[src/rtl/time_of_day_counter.sv]
// Real-time clock core: 1 Hz prescaler, HH:MM:SS counters, button set mode, 7-seg display.
// Optional macro HOURLY_CHIME_EN adds the Led_Chime hourly indicator (tied low otherwise).

module tod_key_debounce #(
  parameter int DEB_CYCLES = 1_000_000
) (
  input  logic clk,
  input  logic rst_n,
  input  logic key,
  output logic press
);
  localparam int CW = $clog2(DEB_CYCLES + 1);

  logic          s1, s2, lvl, lvl_d;
  logic [CW-1:0] cnt;

  always_ff @(posedge clk or negedge rst_n) begin
    if (!rst_n) begin
      s1    <= 1'b1;
      s2    <= 1'b1;
      lvl   <= 1'b1;
      lvl_d <= 1'b1;
      cnt   <= '0;
      press <= 1'b0;
    end else begin
      s1    <= key;
      s2    <= s1;
      lvl_d <= lvl;
      press <= lvl_d & ~lvl;
      // any sample matching the accepted level restarts the stability window
      if (s2 == lvl) begin
        cnt <= '0;
      end else if (cnt == CW'(DEB_CYCLES - 1)) begin
        cnt <= '0;
        lvl <= s2;
      end else begin
        cnt <= cnt + CW'(1);
      end
    end
  end
endmodule

module time_of_day_counter #(
  parameter int CLK_HZ     = 50_000_000,
  parameter int DEB_CYCLES = 1_000_000
) (
  input  logic       clk,
  input  logic       RST_CLK,
  input  logic       SW0,
  input  logic       KEY_H,
  input  logic       KEY_M,
  output logic [7:0] shi,
  output logic [7:0] fen,
  output logic [7:0] miao,
  output logic       tick_1hz,
  output logic [6:0] HEX0,
  output logic [6:0] HEX1,
  output logic [6:0] HEX2,
  output logic [6:0] HEX3,
  output logic       Led_Chime
);
  localparam int PW = $clog2(CLK_HZ + 1);

  logic          sw_s1, set_mode;
  logic [PW-1:0] pcnt;
  logic [1:0]    key_raw, key_ev;  // [0] = hour, [1] = minute
  logic [7:0]    shi_n, fen_n, miao_n;

  always_ff @(posedge clk or negedge RST_CLK) begin
    if (!RST_CLK) begin
      sw_s1    <= 1'b0;
      set_mode <= 1'b0;
    end else begin
      sw_s1    <= SW0;
      set_mode <= sw_s1;
    end
  end

  assign key_raw = {KEY_M, KEY_H};

  for (genvar g = 0; g < 2; g++) begin : g_deb
    tod_key_debounce #(.DEB_CYCLES(DEB_CYCLES)) u_deb (
      .clk   (clk),
      .rst_n (RST_CLK),
      .key   (key_raw[g]),
      .press (key_ev[g])
    );
  end

  always_ff @(posedge clk or negedge RST_CLK) begin
    if (!RST_CLK) begin
      pcnt     <= '0;
      tick_1hz <= 1'b0;
    end else if (set_mode) begin
      pcnt     <= '0;
      tick_1hz <= 1'b0;
    end else begin
      pcnt     <= (pcnt == PW'(CLK_HZ - 1)) ? '0 : pcnt + PW'(1);
      tick_1hz <= (pcnt == PW'(CLK_HZ - 1));
    end
  end

  // set mode has priority, so a tick registered as the mode flips is dropped
  always_comb begin
    shi_n  = shi;
    fen_n  = fen;
    miao_n = miao;
    if (set_mode) begin
      miao_n = '0;
      if (key_ev[1]) fen_n = (fen == 8'd59) ? 8'd0 : fen + 8'd1;
      if (key_ev[0]) shi_n = (shi == 8'd23) ? 8'd0 : shi + 8'd1;
    end else if (tick_1hz) begin
      if (miao == 8'd59) begin
        miao_n = '0;
        if (fen == 8'd59) begin
          fen_n = '0;
          shi_n = (shi == 8'd23) ? 8'd0 : shi + 8'd1;
        end else begin
          fen_n = fen + 8'd1;
        end
      end else begin
        miao_n = miao + 8'd1;
      end
    end
  end

  always_ff @(posedge clk or negedge RST_CLK) begin
    if (!RST_CLK) begin
      shi  <= '0;
      fen  <= '0;
      miao <= '0;
    end else begin
      shi  <= shi_n;
      fen  <= fen_n;
      miao <= miao_n;
    end
  end

  function automatic logic [6:0] seg7(input logic [3:0] d);
    case (d)
      4'd0:    seg7 = 7'b1000000;
      4'd1:    seg7 = 7'b1111001;
      4'd2:    seg7 = 7'b0100100;
      4'd3:    seg7 = 7'b0110000;
      4'd4:    seg7 = 7'b0011001;
      4'd5:    seg7 = 7'b0010010;
      4'd6:    seg7 = 7'b0000010;
      4'd7:    seg7 = 7'b1111000;
      4'd8:    seg7 = 7'b0000000;
      4'd9:    seg7 = 7'b0010000;
      default: seg7 = 7'b1111111;
    endcase
  endfunction

  always_ff @(posedge clk or negedge RST_CLK) begin
    if (!RST_CLK) begin
      HEX0 <= 7'b1000000;
      HEX1 <= 7'b1000000;
      HEX2 <= 7'b1000000;
      HEX3 <= 7'b1000000;
    end else begin
      HEX0 <= seg7(4'(fen % 8'd10));
      HEX1 <= seg7(4'(fen / 8'd10));
      HEX2 <= seg7(4'(shi % 8'd10));
      HEX3 <= seg7(4'(shi / 8'd10));
    end
  end

`ifdef HOURLY_CHIME_EN
  // evaluated on next-state values so the indicator lines up with the time outputs
  always_ff @(posedge clk or negedge RST_CLK) begin
    if (!RST_CLK) Led_Chime <= 1'b0;
    else          Led_Chime <= !set_mode && (fen_n == 8'd0) && (miao_n < 8'd5);
  end
`else
  assign Led_Chime = 1'b0;
`endif

endmodule

[config.mk]
export PLATFORM = sky130hd
export DESIGN_NAME = time_of_day_counter
export DESIGN_NICKNAME = d
export VERILOG_FILES = /design/src/rtl/time_of_day_counter.sv
export SDC_FILE = /design/constraint.sdc
export NUM_CORES = 1
export LEC_CHECK = 0
export ABC_AREA = 1
export CAP_MARGIN = 20
export CORE_UTILIZATION = 50
export CTS_BUF_LIST = sky130_fd_sc_hd__clkbuf_4
export CTS_CLUSTER_DIAMETER = 80
export DETAILED_ROUTE_END_ITERATION = 6
export PLACE_DENSITY = 0.7
export SLEW_MARGIN = 20
export SYNTH_ARGS = -nofsm -noshare
export SYNTH_HDL_FRONTEND = slang
export SYNTH_HIERARCHICAL = 1
export SYNTH_SLANG_ARGS = --single-unit
[constraint.sdc]
create_clock -name clk -period 7.8 [get_ports clk]
set_input_delay 1.17 -clock clk [delete_from_list [all_inputs] [get_ports clk]]
set_output_delay 1.17 -clock clk [all_outputs]
set_load 0.01 [all_outputs]
# After elaboration in Yosys (flattened, before gate mapping)
# Memories as Yosys holds them, arrays and structs flattened. A register that Yosys moved wholly into a read port is not among the register bits.
# Cells that the tools add are included.
[classes]
div_mod_pow = 4
n_eq_ne = 10
n_bitwise = 6
add_sub_neg = 6
muxes = 21
reduce_logical = 11
[op_table]
columns = ["operator", "count"]
rows = [
  ["8-bit two-way mux", 14],
  ["20-bit two-way mux", 4],
  ["26-bit two-way mux", 2],
  ["20-bit by 1-bit adder with 20-bit output, second input constant", 2],
  ["20-bit == test, second input constant", 2],
  ["26-bit by 1-bit adder with 26-bit output, second input constant", 1],
  ["26-bit == test, second input constant", 1],
  ["8-bit by 1-bit adder with 8-bit output, second input constant", 3],
  ["8-bit by 4-bit divider with 8-bit output, second input constant", 2],
  ["8-bit by 6-bit == test with 1-bit output, second input constant", 2],
  ["8-bit by 4-bit modulo with 8-bit output, second input constant", 2],
  ["8-bit by 5-bit == test with 1-bit output, second input constant", 1],
  ["2-bit nonzero test", 3],
  ["1-bit logical NOT", 4],
  ["2-bit by 1-bit != test with 1-bit output, second input constant", 2],
  ["1-bit inverter", 4],
  ["2-bit AND reduction", 2],
  ["4-bit AND reduction", 1],
  ["3-bit AND reduction", 1],
  ["1-bit AND", 2],
  ["1-bit == test", 2],
  ["1-bit two-way mux", 1],
]
[totals]
elab_cells = 81
n_memories = 4
romBits = 448
out_inout_bits = 54
ff_bits = 103
inputBits = 5
[mem_list]
columns = ["name", "depth", "word_bits", "rd", "rd_clocked_by_memory_dff", "write_ports", "line_no", "text"]
rows = [
  ["(name not given)", 16, 7, 1, 1, 0, "140", "case (d)"],
  ["(name not given)", 16, 7, 1, 1, 0, "140", ""],
  ["(name not given)", 16, 7, 1, 1, 0, "140", ""],
  ["(name not given)", 16, 7, 1, 1, 0, "140", ""],
]

# Depth between registers and ports, before layout
# Gate-level depths: netlist of run 1.
[depth]
ltp_word = 6
ltp_mapped = 29
mapped_depth_nobuf = 29

# Hierarchy
# Netlist of run 1, hierarchy kept.
[modules_own_cells]
columns = ["module", "area_each_um2", "seq_area_each_um2", "cells_each", "instances"]
rows = [
  ["time_of_day_counter", 4954.8, 2031.9, 617, 1],
  ["tod_key_debounce", 1346.3, 630.6, 165, 2],
]

# Worst setup path before layout of run 1
# OpenSTA, ideal clock, no wires.
[synth_timing]
path_kind = "reg-to-reg"
from = "register shi[6]"
to = "register HEX2[3]"
setup_time_ns = 0.119
synth_period_minus_slack_ns = 3.266
required_ns = 7.681
stages_incl_launch_ff = 26
path_buffers = 0
t_arrival_ns = 3.147
slack_ns = 4.534
path_cell_list = "dfrtp_1 inv_1 ha_1 or2_1 a21oi_2 inv_2 nand2_4 nand2_2 nand2_2 inv_2 nand2_4 nand3_4 nand2_1 nand2_2 nor2_4 nand2_4 nand2_2 nand3_2 nand2_2 nand3_4 nand2_1 nand2_1 ha_1 nand3b_1 nand3_1 nand2_1"
[synth_between]
elab_chain_cells = 1
[synth_lines]
columns = ["item", "line_no", "text"]
rows = [
  ["start: declaration", "52", "output logic [7:0] shi,"],
  ["start signal: assignment", "133", "shi <= shi_n;"],
  ["8-bit by 4-bit modulo with 8-bit output", "164", "HEX2 <= seg7(4'(shi % 8'd10));"],
  ["end: declaration", "58", "output logic [6:0] HEX2,"],
]
# Every way passes these cells.
# A chain may end at the register's enable or synchronous reset.

# Final worst setup path of run 1
# Same ends and word-level chain as after synthesis.

==> flow_summary_export.csv, run 1 <==
group,metric,value,unit
outcome,outcome,"finished, violations left",
outcome,violations,"DRC",
clocking,cts_resized,0,
synth,synth_top_area_share,38.94,%
clocking,clkSlewWorstSetupHoldPaths,110,ps
timing,fin_crit_sh,45.42,%
clocking,cts.sinks,131,
clocking,cts_buffer_depth,2,
layout,utilization,59.19,%
synth,ys.flop_type,"dfrtp_1",
global_routing,antenna_found_initial,1,
timing,fmaxAchievable,282.3,MHz
global_routing,track_usage,20.93,%
detailed_routing,routed_wl,15.12,mm
die,core_area,14750,sq um
clocking,cts_buffers,17,
critical_path,path_delay_family,"simple AND/OR/NAND/NOR gates",
critical_path,crit_path_start_kind,"flop",
die,dieWidth,125.7,um
synth,ys_warn_count,6,
die,start_util,51.83,%
power_and_ir_drop,vdd_drop_max,0.2374,mV
critical_path,cpMostUsedCell,"nand2_1",
layout,area_delta_synth_final,14.20,%
synth,yosys-top-cells-area,"dfrtp_1 39%, nand2_1 8.7%, nor2_1 6.5%",
synth,synth_nets,984,
place,finalWeightedCongestion,0.8699,
timing,finalClockSkew,19.19,ps
clocking,cts_tree,"done",
timing,rsz0062_at_grt,"no",
global_routing,grtUsageMet2,33.30,%
global_routing,gr-usage-met1,28.09,%
layout,stdcell_count,1218,
detailed_routing,drt_pre_antenna_iters,6,
layout,multi_input_area,3880,sq um
timing,tns,0,ps
flow_run,cap_violations,0,
detailed_routing,route.detailed.drc,7,
critical_path,cp-end-kind,"flop",
global_routing,grt_pass1_wl,26.82,mm
synth,yosysSeqAreaShare,43.06,%
power_and_ir_drop,p_per_area,206.0,nW/um^2
synth,synth.largest_area_cell,"dfrtp_1",
timing,post-route-min-period,3543,ps
die,die_y,125.7,um
synth,netlist_area,7647,sq um
detailed_routing,ant_nets,0,
timing,tightest_slew,860.4,ps
layout,final_layout_size_suffix_gt1_share,14.42,%
critical_path,crit_buf_inv,5,
timing,slew_headroom,42.20,%
detailed_routing,vias,6202,
die,placementRows,44,
layout,final_common_cell,"nand2_1",
critical_path,worst-setup-path-type,"flop to flop",
layout,n_fill_cell,1332,
global_routing,met3_usage,5.607,%
detailed_routing,wl_per_cell,12.41,um
global_routing,grt_pass1_vias,5902,
timing,final_max_slew_viol_count,0,
die,boundaryPins,59,
synth,ys_seq_elements,131,
worst_hold_path,min_path_type,"flop to flop",
synth,synthDistinctLibCells,51,
critical_path,path_max_fanout,8,
clocking,insertion_delay,540,ps
timing,finalSetupViolCount,0,
synth,synth_cells,947,
clocking,root_buffer,"clkbuf_4",
place,placed_cells,1185,
place,place_area,8438,sq um
place,hpwl,11.15,mm
global_routing,grt-ovfl-total,0,
global_routing,top_usage_layer,"met2",
timing,fin_hold_ws,355.9,ps
critical_path,crit_arrival,3970,ps
critical_path,critPathMaxStageDelay,470,ps
die,die-area,15790,sq um
detailed_routing,drt_iter0_drc,319,
clocking,hold_buffers,0,
synth,synth_edf_count,0,
synth,avgSynthCellArea,8.075,sq um
layout,mostFrequentLayoutCells,"178 x nand2_1, 132 x nor2_1, 119 x dfrtp_1",
clocking,cts_setup_buffers,0,
critical_path,critical_path_required,8230,ps
timing,finalHoldViolCount,0,
layout,fin_area,8733,sq um
detailed_routing,via_per_inst,5.092,
layout,seqCellArea,3293,sq um
place,io_buffers,57,
clocking,cts_max_level,4,
global_routing,grt_max_degree,83,
synth,synthArstFlopShare,100.0,%
layout,nets,1057,
power_and_ir_drop,leakage,4.021,nW
critical_path,slowest_stage,"dfrtp_1",
## sequential cells by signal, indices dropped and copies added (netlist names)
register	cells
g_deb.u_deb/cnt	40
pcnt	26
fen	8
miao	8
shi	8
HEX0	7
HEX1	7
HEX2	7
HEX3	7
g_deb.u_deb/lvl	2
g_deb.u_deb/lvl_d	2
g_deb.u_deb/press	2
g_deb.u_deb/s1	2
g_deb.u_deb/s2	2
set_mode	1
sw_s1	1
tick_1hz	1
## synth_stat cells (2+ instances only)
cell,count
nand3_2,7
nor2_4,6
clkinv_1,5
inv_2,9
ha_1,32
o21a_1,2
nand3_1,69
nand2_1,178
nand2_2,35
nor4_1,7
o22ai_1,3
nor3b_1,6
xnor2_1,6
nand4_1,20
inv_1,106
a21oi_1,22
o21bai_2,2
xor2_1,29
nand3b_1,8
o21ai_0,29
o21ai_2,2
xor2_2,2
nor3_1,25
or2_2,2
dfstp_2,12
nor2_1,132
nand3_4,2
a31oi_1,2
nor4_2,2
a211oi_1,5
nor3b_2,4
nor2_2,20
dfrtp_1,119
clkbuf_1,2
nand2_4,6
o21ai_1,14
## per-layer routing
metal  vias up  part of all wire, %
li1       3201                    -
met1      2892                   49
met2        95                   46
met3        14                  3.7
met4         0                  1.0
met5         -                    0
## worst reg2reg max path, cell delays in order (launching register included)
cell      delay, ps
dfrtp_1         470
inv_1           120
ha_1            180
or2_1           230
a21oi_2         210
inv_2            90
nand2_4          90
nand2_2          50
nand2_2          80
inv_2            60
nand2_4          80
nand3_4          90
nand2_1          80
nand2_1          70
inv_2            80
nand2_4          70
nand2_4         100
nand2_1          60
nand2_1          80
clkinv_1         80
nand2_2         130
nand3_4         130
nand2_1         110
nand2_1         100
ha_1            280
nand3b_1        170
nand3_1          90
nand2_1          50
## cells by family (layout without fill, tap and decap cells)
kind of cell             after synthesis  in the layout  share of synthesized area, %
AO/OA/AOI/OAI                         87             87                         6.528
buffers and inverters                125            211                         6.201
other                                  1              2                       0.04904
AND/OR/NAND/NOR                      534            534                         34.49
XOR/XNOR                              37             37                         4.434
adder cells (fa/ha/maj)               32             32                         5.236
flip-flops                           131            131                         43.06
## where the power goes
| group | switching, mW | leakage, nW | internal (mW) | total [mW] |
|---|---|---|---|---|
| sequential | 0.0490 | 1.74 | 0.753 | 0.802 |
| combinational | 0.292 | 2.11 | 0.227 | 0.519 |
| clock | 0.234 | 0.168 | 0.244 | 0.478 |
| total | 0.575 | 4.02 | 1.22 | 1.80 |
## final timing paths
path	from	to	slack (ps)	cells past startpoint
setup / recovery	shi[6]$_DFFE_PN0P_	HEX2[3]$_DFF_PN0_	4260	27
hold / removal	sw_s1$_DFF_PN0_	set_mode$_DFF_PN0_	360	0
setup reg to reg	shi[6]$_DFFE_PN0P_	HEX2[3]$_DFF_PN0_	4260	27
hold reg to reg	sw_s1$_DFF_PN0_	set_mode$_DFF_PN0_	360	0
max in group asynchronous	RST_CLK	g_deb[0].u_deb/cnt[14]$_DFF_PN0_	6020	2
min in group asynchronous	RST_CLK	pcnt[0]$_DFF_PN0_	670	1
## final cells by class
cell class | count | share of cell area, %
multi-input cells | 691 | 44.43
clock inverters | 8 | 1.289
diodes | 1 | 0.02865
repair buffers | 58 | 6.633
well taps | 184 | 2.636
flip-flops and latches | 131 | 37.71
clock buffers | 24 | 2.063
inverters | 121 | 5.215
## through the flow
| step | worst slack, ps | total power, mW |
|---|---|---|
| 6_report | 4257 | 1.799 |
| 5_1_grt | 3856 | 1.927 |
| 4_1_cts | 4246 | 1.822 |
| 3_5_place_dp | 4261 | 1.335 |
| 3_3_place_gp | 4402 | 1.331 |
| 2_1_floorplan | 4534 | 1.131 |
No activity file was read; power rests on OpenSTA's default activity.
==> run 2: changes to the inputs <==
- clock period: 7.8 -> 3.5 ns (I/O delays scaled with it)
==> flow_summary_export.csv, run 2 (synthesis gave the netlist of run 1 again) <==
group,metric,value,unit
clocking,hold_buffers,0,
place,hpwl,11.04,mm
layout,largestRegisters,"g_deb.u_deb/cnt: 40 flops, pcnt: 26 flops",
detailed_routing,drt_pre_antenna_iters,7,
power_and_ir_drop,vdd_drop_max,0.3898,mV
power_and_ir_drop,combPwrFrac,30.1,%
power_and_ir_drop,totalPowerFinal,3.947,mW
critical_path,path_max_fanout,8,
timing,finalClockSkew,13.54,ps
power_and_ir_drop,swShare,32.84,%
power_and_ir_drop,p_seq_share,45.2,%
global_routing,grt_pass1_wl,26.12,mm
outcome,violations,"DRC",
timing,rsz0062_at_grt,"yes",
layout,final_common_cell,"nand2_1",
timing,slew_headroom,50.97,%
power_and_ir_drop,switching_power,1.296,mW
die,placementRows,44,
timing,final_max_slew_viol_count,0,
critical_path,worst-setup-path-type,"flop to flop",
layout,area_delta_synth_final,15.71,%
critical_path,crit_path_start_kind,"flop",
place,placed_cells,1189,
timing,fin_crit_sh,93.58,%
clocking,cts_max_level,4,
critical_path,cpMostUsedCell,"nand2_2",
timing,finalSetupViolCount,0,
layout,largest_register_ff_count,40,
global_routing,grt-ovfl-total,0,
power_and_ir_drop,pwr-share-clk,24.7,%
layout,final_layout_size_suffix_gt1_share,16.09,%
timing,finalHoldViolCount,0,
global_routing,track_usage,20.40,%
global_routing,grt_pass1_vias,5805,
die,boundaryPins,59,
layout,utilization,59.97,%
clocking,cts_buffer_depth,2,
layout,stdcell_count,1229,
place,finalWeightedCongestion,0.8658,
detailed_routing,routed_wl,14.98,mm
global_routing,antenna_found_initial,1,
clocking,cts_tree,"done",
power_and_ir_drop,p_int,2.651,mW
outcome,outcome,"finished, violations left",
clocking,root_buffer,"clkbuf_4",
timing,fmaxAchievable,305.3,MHz
detailed_routing,via_per_inst,5.085,
power_and_ir_drop,leakage,4.098,nW
clocking,clkSlewWorstSetupHoldPaths,100,ps
die,dieWidth,125.7,um
die,die_y,125.7,um
power_and_ir_drop,p_per_area,446.0,nW/um^2
place,place_area,8481,sq um
layout,fin_area,8848,sq um
critical_path,slowest_stage,"dfrtp_1",
critical_path,crit_arrival,3700,ps
layout,nets,1068,
layout,mostFrequentLayoutCells,"172 x nand2_1, 132 x nor2_1, 117 x dfrtp_1",
critical_path,critPathMaxStageDelay,360,ps
detailed_routing,vias,6250,
die,core_area,14750,sq um
die,die-area,15790,sq um
clocking,cts_buffers,17,
critical_path,critical_path_required,3920,ps
flow_run,cap_violations,0,
detailed_routing,ant_nets,0,
place,io_buffers,57,
global_routing,grt_max_degree,84,
layout,largest_register,"g_deb.u_deb/cnt",
timing,post-route-min-period,3275,ps
timing,tightest_slew,735.4,ps
critical_path,cp-end-kind,"flop",
die,start_util,51.83,%
detailed_routing,route.detailed.drc,7,
detailed_routing,wl_per_cell,12.19,um
clocking,insertion_delay,530,ps
worst_hold_path,min_path_type,"primary input to asynchronous set/reset pin",
clocking,cts.sinks,131,
detailed_routing,drt_iter0_drc,301,
==> run 2: through the flow <==
step | setup slack (ps) | hold slack [ps] | setup TNS [ps]
5_1_grt | -3.905 | 56.44 | -3.905
3_5_place_dp | 160.0 | 336.3 | 0
6_report | 224.8 | 29.74 | 0
4_1_cts | 137.9 | 17.58 | 0
2_1_floorplan | 234.1 | 229.4 | 0
3_3_place_gp | 252.0 | 340.1 | 0
==> run 2: repair_timing <==
action,4_1_cts,5_1_grt
setup buffers,0,7
endpoints found under the setup margin,0,10
gates resized for setup,0,15
==> run 2: worst paths after layout <==
check | from | end | slack (ps) | cells after the start
worst max register to register | shi[6]$_DFFE_PN0P_ | HEX2[0]$_DFF_PN0_ | 220 | 25
worst min register to register | sw_s1$_DFF_PN0_ | set_mode$_DFF_PN0_ | 360 | 0
min in group clk | sw_s1$_DFF_PN0_ | set_mode$_DFF_PN0_ | 360 | 0
max in group asynchronous | RST_CLK | g_deb[1].u_deb/s2$_DFF_PN1_ | 2690 | 2
worst max-delay path | shi[6]$_DFFE_PN0P_ | HEX2[0]$_DFF_PN0_ | 220 | 25
worst min-delay path | RST_CLK | pcnt[13]$_DFF_PN0_ | 30 | 1
==> run 2: metal layers <==
metal / vias to the layer above / track usage [%] / wire [um]
met5: - / 0 / 0
met4: 0 / 5.524 / 114
met3: 7 / 5.140 / 696
met2: 107 / 33.24 / 6931
met1: 2906 / 27.09 / 7242
li1: 3230 / - / -
==> run 2: critical path: cells and delay by family (launching register included) <==
| family | cells | cell delay (ps) |
|---|---|---|
| compound gates | 1 | 210 |
| flops | 1 | 360 |
| fa+ha+maj | 2 | 340 |
| buf+inv | 4 | 290 |
| simple gates | 18 | 1980 |
==> run 2: power groups by stage <==
stage                     Combinational (mW)  Clock (mW)  Sequential [mW]
after floorplan                        0.656           0             1.86
after global placement                  1.15           0             1.82
after detailed placement                1.17           0             1.81
after CTS                               1.17        1.02             1.79
after global routing                    1.34        1.08             1.81
final                                   1.19       0.976             1.78
==> run 2: layout make-up <==
class | count | area [sq um]
antenna | 1 | 2.502
fill | 1332 | 5906
tap | 184 | 230.2
clock inverter | 9 | 90.09
multi-input combinational | 691 | 3928
sequential | 131 | 3296
inverter | 121 | 455.4
clock buffer | 23 | 172.7
timing repair buffer | 69 | 674.4
==> run 3: changes to the inputs <==
- CTS_CLUSTER_SIZE: not set -> 25
==> results of run 3 <==
The final DEF is identical to that of run 2; final timing and power are the same.
